===== config.mk =====
export PLATFORM = sky130hd
export DESIGN_NAME = wb_mtimer
export DESIGN_NICKNAME = d
export VERILOG_FILES = /design/src/rtl/wb_mtimer_pkg.sv /design/src/rtl/mtimer_prescaler.sv /design/src/rtl/wb_mtimer.sv
export SDC_FILE = /design/constraint.sdc
export NUM_CORES = 1
export LEC_CHECK = 0
export CAP_MARGIN = 10
export CORE_MARGIN = 2
export CORE_UTILIZATION = 40
export CTS_CLUSTER_DIAMETER = 150
export DETAILED_ROUTE_END_ITERATION = 6
export GPL_TIMING_DRIVEN = 0
export HOLD_SLACK_MARGIN = 0.08
export SYNTH_ARGS = -nofsm -noshare
export SYNTH_HDL_FRONTEND = slang
export SYNTH_SLANG_ARGS = --single-unit

===== constraint.sdc =====
create_clock -name clk_i -period 3.5 [get_ports clk_i]
set_input_delay 0.7 -clock clk_i [delete_from_list [all_inputs] [get_ports clk_i]]
set_output_delay 0.7 -clock clk_i [all_outputs]
set_load 0.01 [all_outputs]

===== src/rtl/wb_mtimer_pkg.sv =====
// Shared register map, CTRL layout and byte-lane helper for the machine timer.
package wb_mtimer_pkg;

  localparam logic [2:0] MTIME_LO    = 3'd0;
  localparam logic [2:0] MTIME_HI    = 3'd1;
  localparam logic [2:0] MTIMECMP_LO = 3'd2;
  localparam logic [2:0] MTIMECMP_HI = 3'd3;
  localparam logic [2:0] CTRL        = 3'd4;

  localparam int EN_BIT    = 0;
  localparam int PRESC_LSB = 16;

  typedef struct packed {
    logic [15:0] prescale;
    logic [14:0] rsvd;
    logic        en;
  } ctrl_t;

  function automatic logic [31:0] merge_bytes(input logic [31:0] old_val,
                                              input logic [31:0] new_val,
                                              input logic [3:0]  sel);
    logic [31:0] res;
    res = old_val;
    for (int b = 0; b < 4; b++) begin
      if (sel[b]) res[8*b +: 8] = new_val[8*b +: 8];
    end
    return res;
  endfunction

endpackage


===== src/rtl/mtimer_prescaler.sv =====
// Divides the system clock into mtime ticks: one tick every prescale_i+1 enabled clocks.
module mtimer_prescaler (
  input  logic        clk_i,
  input  logic        rstn_i,
  input  logic        en_i,
  input  logic [15:0] prescale_i,
  input  logic        clear_i,
  output logic        tick_o
);

  logic [15:0] presc_cnt;

  // >= rather than == so a count already past a lowered limit wraps at once.
  assign tick_o = en_i && (presc_cnt >= prescale_i);

  always_ff @(posedge clk_i) begin
    if (!rstn_i) begin
      presc_cnt <= 16'd0;
    end else if (clear_i || tick_o) begin
      presc_cnt <= 16'd0;
    end else if (en_i) begin
      presc_cnt <= presc_cnt + 16'd1;
    end
  end

endmodule


===== src/rtl/wb_mtimer.sv =====
// RISC-V machine timer (mtime/mtimecmp) behind a pipelined Wishbone slave port.
module wb_mtimer
  import wb_mtimer_pkg::*;
#(
  parameter logic [15:0] DEFAULT_PRESCALE = 16'd0,
  parameter logic        RESET_ENABLE     = 1'b1
) (
  input  logic        clk_i,
  input  logic        rstn_i,
  input  logic        wb_cyc,
  input  logic        wb_stb,
  input  logic        wb_we,
  input  logic [31:0] wb_addr,
  input  logic [3:0]  wb_sel,
  input  logic [31:0] wb_wdata,
  output logic [31:0] wb_rdata,
  output logic        wb_ack,
  output logic        wb_err,
  output logic        wb_rty,
  output logic        wb_stall,
  output logic        timer_irq_o
);

  logic [63:0] mtime_q;
  logic [63:0] mtimecmp_q;
  ctrl_t       ctrl_q;
  logic        ack_q;
  logic [31:0] rdata_q;
  logic        irq_q;

  logic        req;
  logic        wr;
  logic [2:0]  idx;
  logic        tick;
  logic        presc_clear;
  logic [31:0] rd_val;
  ctrl_t       ctrl_wr;
  logic [63:0] mtime_nxt;
  logic        unused_addr_bits;

  assign req = wb_cyc & wb_stb;
  assign wr  = req & wb_we;
  assign idx = wb_addr[4:2];
  assign unused_addr_bits = ^{wb_addr[31:5], wb_addr[1:0]};

  always_comb begin
    rd_val = 32'd0;
    case (idx)
      MTIME_LO:    rd_val = mtime_q[31:0];
      MTIME_HI:    rd_val = mtime_q[63:32];
      MTIMECMP_LO: rd_val = mtimecmp_q[31:0];
      MTIMECMP_HI: rd_val = mtimecmp_q[63:32];
      CTRL:        rd_val = ctrl_q;
      default:     rd_val = 32'd0;
    endcase
  end

  always_comb begin
    logic [31:0] merged;
    merged           = merge_bytes(ctrl_q, wb_wdata, wb_sel);
    ctrl_wr          = '0;
    ctrl_wr.prescale = merged[PRESC_LSB +: 16];
    ctrl_wr.en       = merged[EN_BIT];
  end

  assign presc_clear = wr && (idx == CTRL) && (ctrl_wr.prescale != ctrl_q.prescale);

  mtimer_prescaler u_prescaler (
    .clk_i      (clk_i),
    .rstn_i     (rstn_i),
    .en_i       (ctrl_q.en),
    .prescale_i (ctrl_q.prescale),
    .clear_i    (presc_clear),
    .tick_o     (tick)
  );

  // A bus write to either half overrides the tick; the other half keeps its pre-tick value.
  always_comb begin
    mtime_nxt = tick ? mtime_q + 64'd1 : mtime_q;
    if (wr && idx == MTIME_LO) begin
      mtime_nxt = {mtime_q[63:32], merge_bytes(mtime_q[31:0], wb_wdata, wb_sel)};
    end else if (wr && idx == MTIME_HI) begin
      mtime_nxt = {merge_bytes(mtime_q[63:32], wb_wdata, wb_sel), mtime_q[31:0]};
    end
  end

  always_ff @(posedge clk_i) begin
    if (!rstn_i) begin
      mtime_q    <= 64'd0;
      mtimecmp_q <= '1;
      ctrl_q     <= '{prescale: DEFAULT_PRESCALE, rsvd: '0, en: RESET_ENABLE};
      ack_q      <= 1'b0;
      rdata_q    <= 32'd0;
      irq_q      <= 1'b0;
    end else begin
      mtime_q <= mtime_nxt;
      irq_q   <= (mtime_q >= mtimecmp_q);
      ack_q   <= req;
      if (req) rdata_q <= rd_val;
      if (wr && idx == MTIMECMP_LO)
        mtimecmp_q[31:0] <= merge_bytes(mtimecmp_q[31:0], wb_wdata, wb_sel);
      if (wr && idx == MTIMECMP_HI)
        mtimecmp_q[63:32] <= merge_bytes(mtimecmp_q[63:32], wb_wdata, wb_sel);
      if (wr && idx == CTRL) ctrl_q <= ctrl_wr;
    end
  end

  // A master that abandons the cycle never sees the pending ack.
  assign wb_ack      = ack_q & wb_cyc;
  assign wb_rdata    = rdata_q;
  assign wb_err      = 1'b0;
  assign wb_rty      = 1'b0;
  assign wb_stall    = 1'b0;
  assign timer_irq_o = irq_q;

endmodule


==> flow_summary.json, run 1 <==
{
  "rows": 63,
  "max-cap-violations": 0,
  "switchingPower_w": 0.00141,
  "power_frac_comb_pct": 11.7,
  "finalSetupViolations": 14,
  "fillers": 3001,
  "worst_slew_pin_slew_ns": 1.36,
  "grt.total_usage_pct": 31.3,
  "drc": 0,
  "rsz0062_at_grt": "yes",
  "status": "complete, but fails checks",
  "root_buffer": "clkbuf_16",
  "hp-start": "mtimecmp_q[41]",
  "cts_tree": "yes",
  "core_mm2": 0.0297,
  "place.gp.congestion": 1.03,
  "clk_latency_ns": 0.46,
  "fp.dieW_um": 178,
  "drv_slew": 0,
  "endpoint_kind": "flop",
  "arrival_ns": 3.99,
  "async_flop_share_pct": 0,
  "crit_start": "wb_cyc",
  "holdCritPathClass": "reg -> reg",
  "synth_edf_count": 0,
  "overflow": 0,
  "vdd_drop_max_v": 0.000354,
  "yosys_warnings": 0,
  "violations": "negative setup slack",
  "hold_viol_final": 0,
  "via_per_inst": 6.27,
  "drt_iter0_markers": 1627,
  "max_freq_ghz": 0.277,
  "layout_common_cells": "dfxtp_1 (195), nand2_1 (186), nor2_1 (120)",
  "intPower_w": 0.00352,
  "num_vias": 12700,
  "antenna_left": 0,
  "syn-instance-count": 1525,
  "syn_area_mm2": 0.0121,
  "synthToLayoutAreaGrowth_pct": 15.4,
  "numClockSinks": 195,
  "detailedPlace.worstSlack_ns": -0.909,
  "ys_types": 75,
  "path_max_fanout": 10,
  "period_needed_ns": 3.61,
  "switching_share_pct": 28.6,
  "clkTransAtPathRegs_ns": 0.07,
  "nets": 1771,
  "die_area_mm2": 0.0316,
  "cp.required_ns": 3.89,
  "diodes": 0,
  "ctsLongestPathBuffers": 2,
  "grt_pass1_vias": 11500,
  "place_inst": 1985,
  "cts_buffers": 17,
  "period_share_pct": 103,
  "io_buffer_count": 68,
  "grt_max_degree": 18,
  "ys.flop_type": "dfxtp_1",
  "wl_per_cell_um": 24.4,
  "ios": 110,
  "drive_above_1_share_pct": 6.94,
  "post_synth.cell_area_avg_um2": 7.92,
  "drt_pass1_iterations": 5,
  "yosysSeqAreaShare_pct": 32.3,
  "grt_pass1_wl_mm": 73.0,
  "setup_tns_ns": -0.986,
  "clkPwrFrac_pct": 41.4,
  "die-height_um": 178,
  "power_density_mw_per_mm2": 354,
  "critPathKind": "in -> reg",
  "start_util_pct": 40.6,
  "hpwl_mm": 36.5,
  "final.setup_skew_ns": 0.0123,
  "layout_setup_ws_ns": -0.105,
  "yosys_register_bits": 195,
  "instances_no_fill": 2019,
  "wl_mm": 49.2,
  "pwr-share-seq_pct": 46.9,
  "r2r_start": "ctrl_q[31]",
  "slew-limit-headroom_pct": 8.96,
  "cts_max_level": 4,
  "leakagePower_nw": 5.65,
  "timing.critical_path.from_type": "input port",
  "final_common_cell": "dfxtp_1",
  "antenna_found_initial": 0,
  "cts_hold_buf": 0
}
-- cell usage after synthesis (all sizes together), types with 9 or more instances --
master	count	share of area, %
dfxtp	195	32
nand2	187	5.8
nor2	124	3.9
nand3	108	4.5
a21oi	100	4.1
inv	99	3.1
ha	82	8.5
clkbuf	80	2.5
o21ai	55	2.3
o211ai	50	3.1
nor3	39	1.8
nand4	35	2.0
xnor2	28	2.0
a211oi	23	1.4
a221oi	23	1.7
a22oi	23	1.4
mux2i	23	1.9
buf	21	0.91
o22ai	19	0.98
nor4	16	0.98
mux4	15	2.8
and3	14	0.77
and4	13	0.98
and2	12	0.62
a311oi	10	0.73
xor2	10	0.73
a31oi	9	0.47
o31ai	9	0.56
-- stage by stage --
step           utilization, %  instance area, µm²  hold slack, ns  power, W
2_1_floorplan               -               12100           0.455   0.00264
3_3_place_gp             44.6               13200           0.467   0.00291
3_5_place_dp             44.6               13300           0.475   0.00291
4_1_cts                  46.7               13900           0.488   0.00494
5_1_grt                  46.9               13900           0.512   0.00507
6_report                 46.9               13900           0.488   0.00492
-- worst max-delay path, cell delays in order --
cell	delay, ns
clkdlybuf4s50_1	0.68
nand3_1	0.44
nor3_1	1.17
clkbuf_1	0.71
nand3_1	0.17
nand3_1	0.12
-- sequential cells by signal (all words and copies together), names as in the netlist --
name                   cells
ack_q                      1
ctrl_q                    17
mtime_q                   64
mtimecmp_q                64
timer_irq_o                1
u_prescaler.presc_cnt     16
wb_rdata                  32
-- layer usage --
metal / up-vias / track usage (%) / wire length (µm)
li1: 5764 / - / -
met1: 6090 / 45.2 / 21700
met2: 735 / 46.2 / 20800
met3: 78 / 6.08 / 5170
met4: 0 / 10.8 / 1530
met5: - / 0 / 0
-- power groups by stage --
| stage | clock network [W] | registers [W] | logic, W |
|---|---|---|---|
| 2_1_floorplan | 0 | 0.00234 | 0.000299 |
| 3_3_place_gp | 0 | 0.00236 | 0.000549 |
| 3_5_place_dp | 0 | 0.00236 | 0.000553 |
| 4_1_cts | 0.00207 | 0.00230 | 0.000558 |
| 5_1_grt | 0.00215 | 0.00231 | 0.000607 |
| 6_report | 0.00204 | 0.00231 | 0.000575 |
-- layout make-up --
class                           instances  area [µm²]  area share, %
Buffer                                101         428           3.07
Clock buffer                           19         433           3.11
Clock inverter                         13         151           1.09
Inverter                               99         372           2.67
Multi-Input combinational cell       1132        7460           53.5
Sequential cell                       195        3900           28.0
Tap cell                              390         488           3.50
Timing Repair Buffer                   70         696           5.00
-- final timing paths --
| kind | end | slack, ns | cells past startpoint |
|---|---|---|---|
| setup / recovery | mtimecmp_q[55] | -0.11 | 6 |
| hold / removal | mtimecmp_q[41] | 0.49 | 2 |
| setup reg to reg | mtime_q[38] | 0.19 | 9 |
| hold reg to reg | mtimecmp_q[41] | 0.49 | 2 |
-- logic make-up after synthesis --
group	Yosys count	share of synthesized area [%]
other	1	0.0311
buffers and inverters	200	6.50
xor gates and xnor gates	38	2.76
muxes	41	5.02
and+or+nand+nor	581	23.2
DFF	195	32.3
AOI/OAI and AO/OA	387	21.7
adders and majority gates	82	8.50
-- timing repair --
action | CTS | global route
resized for setup | 11 | 17
setup endpoints to repair | 60 | 67
buffers inserted | 0 | 2
gates cloned | 0 | 0
pin swaps | 0 | 1
hold endpoints to repair | 0 | 0
(Power assumes the default switching activity.)
==> run 2, diff against run 1 <==
- clock period: 3.5 -> 3.89 ns (I/O delays scaled with it)
==> run 2 against run 1 <==
  * The flow now finishes without violations
  * First-iteration DRC count shrank 5.5%
  * Total power shrank 10%
  * Count of clock-buffer cells in the layout is the same
  * Worst setup slack gained 0.18 ns
  * Clock power shrank 9.8%
  * Die area is the same
  * Combinational power shrank 10%
  * Critical path depth grew 3
  * Sequential cell count is the same
  * Register-to-register slack gained 0.02 ns
  * Worst hold slack lost 0.0026 ns
  * Utilization shrank 0.19 points
==> flow_summary.json, run 2 (same netlist as run 1, synthesis figures left out) <==
{
  "clkTransAtPathRegs_ns": 0.08,
  "start_util_pct": 40.6,
  "hold_viol_final": 0,
  "finalSetupViolations": 0,
  "path_max_fanout": 10,
  "cts_buffers": 17,
  "status": "completed",
  "grt_pass1_wl_mm": 72.8,
  "numClockSinks": 195,
  "num_vias": 12700,
  "timing.critical_path.from_type": "input port",
  "multiInputGateArea_mm2": 0.00742,
  "cp.required_ns": 4.17,
  "rows": 63,
  "hp-start": "mtimecmp_q[41]",
  "period_needed_ns": 3.81,
  "place.gp.congestion": 1.03,
  "power_w": 0.00443,
  "synthToLayoutAreaGrowth_pct": 14.9,
  "slew-limit-headroom_pct": 6.94,
  "drc": 0,
  "stdcell_area_mm2": 0.0139,
  "critPathKind": "in -> reg",
  "grt_pass1_vias": 11500,
  "ctsLongestPathBuffers": 2,
  "whs_ns": 0.485,
  "diodes": 0,
  "layout_common_cells": "dfxtp_1 (195), nand2_1 (186), nor2_1 (123)",
  "cts_setup_buffers": 0,
  "antenna_found_initial": 0,
  "clk_latency_ns": 0.46,
  "hpwl_mm": 36.5,
  "max-cap-violations": 0,
  "arrival_ns": 4.09,
  "fillers": 3012,
  "ios": 110,
  "cts_max_level": 4,
  "grt_max_degree": 18,
  "holdCritPathClass": "reg -> reg",
  "setup_tns_ns": 0,
  "overflow": 0,
  "rsz0062_at_grt": "no",
  "drv_slew": 0,
  "die-height_um": 178,
  "seqCellArea_mm2": 0.00390,
  "nets": 1769,
  "wl_per_cell_um": 24.3,
  "placed_area_mm2": 0.0133,
  "worst_slew_pin_slew_ns": 1.39,
  "detailedPlace.worstSlack_ns": -0.597,
  "layout_setup_ws_ns": 0.0776,
  "cts_hold_buf": 0,
  "core_mm2": 0.0297,
  "antenna_left": 0,
  "r2r_start": "mtime_q[0]",
  "via_per_inst": 6.30,
  "leakagePower_nw": 5.61,
  "rr_endpoint": "mtime_q[62]",
  "drt_pass1_iterations": 6,
  "period_share_pct": 98.0,
  "max_freq_ghz": 0.262,
  "root_buffer": "clkbuf_16",
  "endpoint_kind": "flop",
  "drive_above_1_share_pct": 5.90,
  "vdd_drop_max_v": 0.000310,
  "grt.total_usage_pct": 31.2,
  "wl_mm": 49.1,
  "die_area_mm2": 0.0316,
  "final.setup_skew_ns": 0.0134,
  "fp.dieW_um": 178,
  "io_buffer_count": 68,
  "worstHoldPathCells": 2,
  "reg2regPathDepth": 10,
  "drt_iter0_markers": 1538,
  "min_to": "mtimecmp_q[41]",
  "final_common_cell": "dfxtp_1",
  "power_density_mw_per_mm2": 319,
  "reg2reg_slack_ns": 0.21,
  "cts_tree": "yes"
}
-- run 2: changes by cell type in the layout (fill, tap and decap cells not counted), sizes merged --
cell / previous run / this run
clkbuf: 101 / 99
-- run 2: metal layers --
metal  track usage, %  wire [µm]  vias to the layer above
li1                 -          -                     5762
met1             44.9      21800                     6075
met2             45.9      20400                      762
met3             6.34       5160                       99
met4             11.2       1800                        0
met5                0          0                        -
-- run 2: worst max-delay path by stage --
stage                           from              to  cells past startpoint
final                     wb_addr[3]  mtimecmp_q[23]                      9
after global routing      wb_addr[3]  mtimecmp_q[14]                     10
after CTS                 wb_addr[2]      ctrl_q[27]                      9
after detailed placement  wb_addr[2]     mtime_q[21]                      9
after global placement    wb_addr[3]   mtimecmp_q[4]                      7
after floorplan           wb_addr[2]     mtime_q[57]                      9
-- run 2: worst max-delay path: stages --
cell and delay, ns:
clkdlybuf4s50_1 0.59, inv_1 0.13, nor3_2 0.70, inv_1 0.15, nor2_1 0.64, and2_1 0.23, clkbuf_1 0.31, clkbuf_1 0.43
o211ai_1 0.14
-- run 2: layout make-up --
class	count	area share [%]
clock buffer	19	3.12
buffer	101	3.00
timing repair buffer	68	4.91
sequential	195	28.1
tap	390	3.52
multi-input combinational	1132	53.5
clock inverter	13	1.09
inverter	99	2.68
-- run 2: repair_timing --
| item | in CTS | in global routing |
|---|---|---|
| setup endpoints to repair | 9 | 27 |
| hold endpoints to repair | 0 | 0 |
| pin swaps | 0 | 0 |
| resized for setup | 1 | 9 |
-- run 2: metrics by stage --
stage	util, %	std cells
after floorplan	-	1527
after global placement	44.6	1985
after detailed placement	44.6	1985
after CTS	46.6	2017
after global routing	46.7	2017
final	46.7	2017
-- run 2: where the power goes --
group | switching [W] | total (W) | internal (W)
sequential | 0.0000483 | 0.00208 | 0.00203
clock | 0.000878 | 0.00184 | 0.000959
combinational | 0.000339 | 0.000515 | 0.000176
==> run 3, diff against run 2 <==
- SKIP_CTS_REPAIR_TIMING: unset -> 1
==> run 3 against run 2 <==
  * Utilization stayed put
  * Clock power about the same
  * Final cell count stayed put
  * Maximum frequency is 0.27% lower
  * Sequential cell count unchanged
  * Final area unchanged
  * Worst hold slack barely moved
  * Highest routed layer unchanged
==> flow_summary.json, run 3 (same netlist as run 1, synthesis figures left out) <==
{
  "final.setup_skew_ns": 0.0134,
  "power_density_mw_per_mm2": 319,
  "fp.dieW_um": 178,
  "period_share_pct": 98.3,
  "drc": 0,
  "max_stage_delay_ns": 0.66,
  "hold_viol_final": 0,
  "placed_area_mm2": 0.0133,
  "overflow": 0,
  "drive_above_1_share_pct": 5.90,
  "clk_latency_ns": 0.46,
  "drt_pass1_iterations": 5,
  "grt.total_usage_pct": 31.2,
  "cts_tree": "yes",
  "worst_slew_pin_slew_ns": 1.34,
  "root_buffer": "clkbuf_16",
  "ios": 110,
  "timing.critical_path.from_type": "input port",
  "drt_iter0_markers": 1640,
  "finalSetupViolations": 0,
  "grt_pass1_vias": 11500,
  "leakagePower_nw": 5.61,
  "via_per_inst": 6.23,
  "fin_util_pct": 46.7,
  "cp.required_ns": 4.26,
  "die-height_um": 178,
  "period_needed_ns": 3.82,
  "cts_buffers": 17,
  "diodes": 0,
  "ctsLongestPathBuffers": 2,
  "path_max_fanout": 10,
  "cts_max_level": 4,
  "arrival_ns": 4.19,
  "wl_per_cell_um": 24.3,
  "nets": 1769,
  "io_buffer_count": 68,
  "crit_path_frequent_cell": "clkbuf_1",
  "grt_pass1_wl_mm": 72.8,
  "vdd_drop_max_v": 0.000312,
  "antenna_left": 0,
  "antenna_found_initial": 0,
  "start_util_pct": 40.6,
  "critPathBufInv": 4,
  "critical-path-slowest-cell": "clkdlybuf4s50_1",
  "cp_cell_sequence": "clkdlybuf4s50_1, nand3_1, nor3_1, clkbuf_1, clkbuf_1, clkbuf_2, a211oi_1, a311oi_1",
  "layout_common_cells": "dfxtp_1 (195), nand2_1 (186), nor2_1 (123)",
  "grt_max_degree": 18,
  "wl_mm": 49.0,
  "cp_top_family": "buffers and inverters",
  "synthToLayoutAreaGrowth_pct": 14.9,
  "max-cap-violations": 0,
  "hpwl_mm": 36.5,
  "status": "completed",
  "numClockSinks": 195,
  "holdCritPathClass": "reg -> reg",
  "max_freq_ghz": 0.262,
  "drv_slew": 0,
  "endpoint_kind": "flop",
  "place.gp.congestion": 1.03,
  "power_w": 0.00442,
  "num_vias": 12600,
  "core_mm2": 0.0297,
  "rows": 63,
  "clkTransAtPathRegs_ns": 0.07,
  "rsz0062_at_grt": "no",
  "whs_ns": 0.485,
  "slew-limit-headroom_pct": 10.0,
  "critPathKind": "in -> reg",
  "final_common_cell": "dfxtp_1",
  "stdcell_area_mm2": 0.0139,
  "die_area_mm2": 0.0316
}
-- run 3: worst paths after layout --
| kind | cells past startpoint | slack [ns] | startpoint | endpoint |
|---|---|---|---|---|
| setup / recovery | 8 | 0.07 | wb_cyc | mtime_q[45] |
| hold / removal | 2 | 0.48 | mtimecmp_q[41] | mtimecmp_q[41] |
| setup reg to reg | 10 | 0.22 | mtime_q[0] | mtime_q[62] |
| hold reg to reg | 2 | 0.48 | mtimecmp_q[41] | mtimecmp_q[41] |
-- run 3: final cells by class --
cell class | count | area (µm²)
clock inverter | 13 | 151
buffer | 101 | 417
clock buffer | 19 | 433
inverter | 99 | 372
sequential | 195 | 3900
fill | 3012 | 15800
tap | 390 | 488
multi-input combinational | 1132 | 7420
timing repair buffer | 68 | 681
-- run 3: stage by stage --
| step | setup WS [ns] | setup TNS (ns) | cells |
|---|---|---|---|
| floorplan | 1.23 | 0 | 1527 |
| global placement | -0.727 | -43.67 | 1985 |
| detailed placement | -0.597 | -23.95 | 1985 |
| CTS | -0.113 | -0.442 | 2017 |
| global route | 0.0260 | 0 | 2017 |
| finish | 0.0675 | 0 | 2017 |
-- run 3: where the power goes --
part           internal [W]  leakage, nW  switching [W]
registers           0.00203         1.58      0.0000484
logic              0.000176         3.76       0.000338
clock network      0.000959        0.271       0.000876
-- run 3: worst min-delay path: cells and delay by family (launching register included) --
family        cells  cell delay (ns)
simple gates      2             0.12
flops             1             0.32
-- run 3: metal layers --
layer  vias to the layer above  part of all wire, %  GRT usage [%]
met4                         0                  3.2           11.2
met2                       702                   42           45.8
met5                         -                    0              0
met3                        79                   10           6.41
met1                      6032                   44           44.8
li1                       5758                    -              -
